<file path="src/rtl/if_id_queue_pkg.sv">
// Shared types and constants for the fetch/decode decoupling queue.
// Optional zero-latency passthrough is enabled by defining IF_ID_BYPASS_EN.
package if_id_queue_pkg;

    localparam int unsigned INS_WIDTH   = 32;
    localparam int unsigned PC_WIDTH    = 32;
    localparam int unsigned ENTRY_WIDTH = INS_WIDTH + PC_WIDTH;

    localparam logic [INS_WIDTH-1:0] NOP_INS = 32'h0;

    typedef struct packed {
        logic [INS_WIDTH-1:0] ins;
        logic [PC_WIDTH-1:0]  next_pc;
    } entry_t;

endpackage

</file>
<file path="src/rtl/if_id_queue.sv">
// FIFO between fetch and decode: stalls fetch when full, drops everything on flush.
// Define IF_ID_BYPASS_EN for combinational passthrough when the queue is empty.
module if_id_queue
    import if_id_queue_pkg::*;
#(
    parameter int unsigned DEPTH    = 2,
    parameter int unsigned PTR_BITS = 1
) (
    input  logic                 clk,
    input  logic                 rst_n,
    input  logic [INS_WIDTH-1:0] if_ins,
    input  logic [PC_WIDTH-1:0]  if_next_pc,
    input  logic                 if_valid,
    input  logic                 flush,
    output logic                 pc_stall,
    input  logic                 id_ready,
    output logic                 id_valid,
    output logic [INS_WIDTH-1:0] id_ins,
    output logic [PC_WIDTH-1:0]  id_next_pc,
    output logic [PTR_BITS:0]    count
);

    localparam logic [PTR_BITS:0] CNT_FULL = (PTR_BITS + 1)'(DEPTH);

    entry_t              r_mem [DEPTH];
    logic [PTR_BITS-1:0] r_rd_ptr;
    logic [PTR_BITS-1:0] r_wr_ptr;
    logic [PTR_BITS:0]   r_count;

    logic   w_full;
    logic   w_empty;
    logic   w_bypass;
    logic   w_push;
    logic   w_pop;
    entry_t w_head;

    assign w_full  = (r_count == CNT_FULL);
    assign w_empty = (r_count == '0);

`ifdef IF_ID_BYPASS_EN
    assign w_bypass = w_empty & if_valid & id_ready & ~flush;
`else
    assign w_bypass = 1'b0;
`endif

    // A bypassed pair is consumed by decode directly and never stored.
    assign w_push = if_valid & ~w_full & ~flush & ~w_bypass;
    assign w_pop  = ~w_empty & id_ready & ~flush;
    assign w_head = r_mem[r_rd_ptr];

    always_comb begin
        id_valid   = ~w_empty;
        id_ins     = NOP_INS;
        id_next_pc = '0;
        if (!w_empty) begin
            id_ins     = w_head.ins;
            id_next_pc = w_head.next_pc;
        end else if (w_bypass) begin
            id_valid   = 1'b1;
            id_ins     = if_ins;
            id_next_pc = if_next_pc;
        end
    end

    assign pc_stall = w_full;
    assign count    = r_count;

    always_ff @(posedge clk or negedge rst_n) begin
        if (!rst_n) begin
            r_rd_ptr <= '0;
            r_wr_ptr <= '0;
            r_count  <= '0;
            for (int i = 0; i < int'(DEPTH); i++) begin
                r_mem[i] <= '0;
            end
        end else if (flush) begin
            // Storage is left stale; the empty-state NOP mux hides it.
            r_rd_ptr <= '0;
            r_wr_ptr <= '0;
            r_count  <= '0;
        end else begin
            if (w_push) begin
                r_mem[r_wr_ptr] <= '{ins: if_ins, next_pc: if_next_pc};
                r_wr_ptr        <= r_wr_ptr + PTR_BITS'(1);
            end
            if (w_pop) begin
                r_rd_ptr <= r_rd_ptr + PTR_BITS'(1);
            end
            case ({w_push, w_pop})
                2'b10:   r_count <= r_count + (PTR_BITS + 1)'(1);
                2'b01:   r_count <= r_count - (PTR_BITS + 1)'(1);
                default: r_count <= r_count;
            endcase
        end
    end

endmodule

</file>
<file path="config.mk">
export PLATFORM = sky130hd
export DESIGN_NAME = if_id_queue
export DESIGN_NICKNAME = d
export VERILOG_FILES = /design/src/rtl/if_id_queue_pkg.sv /design/src/rtl/if_id_queue.sv
export SDC_FILE = /design/constraint.sdc
export NUM_CORES = 1
export LEC_CHECK = 0
export BUFFER_PORTS_ARGS = -buffer_cell sky130_fd_sc_hd__buf_4
export CAP_MARGIN = 20
export CORE_MARGIN = 3
export CORE_UTILIZATION = 25
export CTS_CLUSTER_SIZE = 20
export DETAILED_ROUTE_END_ITERATION = 6
export PLACE_DENSITY = 0.42
export SLEW_MARGIN = 5
export SYNTH_ARGS = -nofsm -noshare
export SYNTH_HDL_FRONTEND = slang
export SYNTH_SLANG_ARGS = --single-unit
</file>
<file path="constraint.sdc">
create_clock -name clk -period 2 [get_ports clk]
set_clock_uncertainty 0.15 [all_clocks]
set_input_delay 0.2 -clock clk [delete_from_list [all_inputs] [get_ports clk]]
set_output_delay 0.2 -clock clk [all_outputs]
set_load 0.1 [all_outputs]
</file>
==> results.toml <==
[pwr]
switching_share_pct = 33.9
p_leak_nw = 4.37
p_per_area_nw_per_um2 = 1080
pwr-share-comb_pct = 36.8
power.internal_mw = 7.63
total_power_mw = 11.6
switchingPower_mw = 3.92
vdd_drop_max_mv = 0.531
seqPwrFrac_pct = 32.1
pwr-share-clk_pct = 31.1

[synth]
synth_seq_area_share_pct = 55.7
syn-num-nets = 506
postSynthCellCount = 437
synthesis.area_sq_um = 5930
ys_warn_count = 0
ys_ff_latch = 132
synth_cell_types = 22
synth.avg_cell_area_sq_um = 13.6

[sta]
rsz0062_at_grt = "true"
timing.hold.ws_ps = 200
relSlewSlack_pct = 72.3
worst_slack_ps = -148
clock.fmax_mhz = 465
post-route-period-util_pct = 107
finalSetupViolCount = 65
maxSlewViolCount = 0
tightest_slew_ps = 415
min_period_ps = 2150
hold_viol_final = 0

[cts]
clock_path_buffers = 2
root_buffer = "clkbuf_16"
clk_pin_slew_worst_paths_ps = 70
clk_latency_ps = 410
cts_made_buffers = 17
htree_levels = 4
cts_tree = "built"
clock-sinks = 132

[finish]
final_cell_mix = "129 x dfrtp_1, 123 x mux2_2, 86 x buf_4"
drive_above_1_share_pct = 61.4
fin_nets = 750
final_common_cell = "dfrtp_1"
num_antenna_cells = 0
syn2layout_area_growth_pct = 80.0

[route]
ant_nets = 0
routed_wl_um = 16200
drt_pass1_iterations = 4
drt_iter0_drc = 113
route.detailed.drc = 0
vias = 4348
vias_per_cell = 4.32
wire_per_inst_um = 16.1

[placement]
post-place-ws_ps = 9.65
dp_hpwl_um = 10600
portBuffers = 136
routabilityCongestion = 0.693

[worst_setup_path]
start_kind = "flop"
r2r_start = "count[0]"
cp-end-kind = "output port"
crit_path_start = "count[1]"
r2r_cells = 4
worst-setup-path-type = "reg2out"
r2r_slack_ps = 80
cp.arrival_ps = 1800
cp_max_fo = 9
worstPathRequired_ps = 1650
crit-reg2reg-capture = "r_mem[39]"

[global_routing]
top_usage_layer = "met2"
grt_overflow = 0
grt_max_degree = 71
grt_util_met1_pct = 16.0
grt_pass1_wl_um = 26400
grt_antenna_before_repair = 0
grt_pass1_vias = 4870
met3_usage_pct = 2.70
track_usage_pct = 12.9
met2_usage_pct = 22.6

[outcome]
violations = "setup timing"
status = "finished, violations left"

[floorplan]
rows = 55
dieArea_sq_um = 25600
core_area_sq_um = 23000
die_h_um = 160
start_util_pct = 25.8
pin_count = 137
die_w_um = 160

[flow_run]
drv_cap = 0

[min_path]
hp-class = "in2async"
area by class of cell:
| type | instances | area [sq um] |
|---|---|---|
| tap | 313 | 392 |
| clock buffer | 20 | 457 |
| inverter | 3 | 15.0 |
| clock inverter | 12 | 226 |
| multi-input combinational | 275 | 3050 |
| sequential | 132 | 3310 |
| timing repair buffer | 252 | 3220 |
| fill | 2057 | 12300 |
flip-flops by register name, indices dropped and copies added, names as in the netlist:
register,flops
count,2
r_wr_ptr,1
r_rd_ptr,1
r_mem,128
cells by family (layout without fill, tap and decap cells):
| group | Yosys count | after routing | share of synthesized area, % |
|---|---|---|---|
| xor+xnor | 1 | 1 | 0.148 |
| flops | 132 | 132 | 55.7 |
| buf+inv | 30 | 287 | 2.91 |
| simple gates | 73 | 73 | 5.27 |
| mux | 193 | 193 | 35.3 |
| compound gates | 8 | 8 | 0.759 |
Yosys cell counts:
master / n / area [sq um]
a21o_1: 1 / 7.51
clkbuf_1: 4 / 15.0
o21ai_0: 2 / 10.0
or3_1: 1 / 6.26
a21oi_1: 4 / 20.0
dfrtp_1: 132 / 3300
or2b_1: 1 / 7.51
nor4_4: 1 / 21.3
buf_2: 12 / 60.1
nand3b_1: 1 / 7.51
mux2i_1: 65 / 651
nor3b_1: 1 / 7.51
nor2_1: 66 / 248
xor2_1: 1 / 8.76
mux2_2: 123 / 1390
inv_1: 3 / 11.3
or2_2: 1 / 6.26
buf_1: 5 / 18.8
nand4b_1: 1 / 8.76
buf_6: 6 / 67.6
mux2_1: 5 / 56.3
o211ai_1: 1 / 7.51
power by group through the flow:
stage / registers (mW) / logic [mW] / clock network (mW)
after floorplan: 3.61 / 2.71 / 0
after global placement: 3.67 / 3.44 / 0
after detailed placement: 3.70 / 3.49 / 0
after CTS: 3.69 / 4.16 / 3.71
after global routing: 3.78 / 4.46 / 3.82
final: 3.70 / 4.25 / 3.60
layer usage:
layer | vias to the layer above | share of wire (%)
li1 | 2028 | -
met1 | 2229 | 43
met2 | 76 | 53
met3 | 15 | 3.0
met4 | 0 | 1.3
met5 | - | 0
critical path, cell delays in order (launching register included):
cell     delay, ps
dfrtp_4        470
buf_6          140
nor2_4         180
buf_12         180
buf_16         180
nor2_4          60
buf_12         170
how the worst max path moves through the flow:
stage                             to  slack, ps  cells after the start
final                      id_ins[9]       -150                      6
after global routing       id_ins[8]       -230                      6
after CTS                   id_valid       -200                      7
after detailed placement  r_mem[105]         10                      6
after global placement    r_mem[109]         40                      6
after floorplan           r_mem[100]       -800                      5
through the flow:
step	util (%)	std cells	setup TNS, ps	area, sq um
floorplan	-	437	-51290	6480
global placement	35.4	890	0	8140
detailed placement	35.4	890	0	8140
CTS	45.3	1003	-9670	10400
global route	46.5	1007	-13010	10700
finish	46.5	1007	-7540	10700
what timing repair did:
action | 4_1_cts | 5_1_grt
resized for setup | 191 | 41
pin swaps | 4 | 17
setup buffers | 9 | 2
cloned | 2 | 3
endpoints found under the setup margin | 66 | 66
hold buffers | 70 | 0
hold endpoints to repair | 264 | 0
No activity file was read; power rests on OpenSTA's default activity.
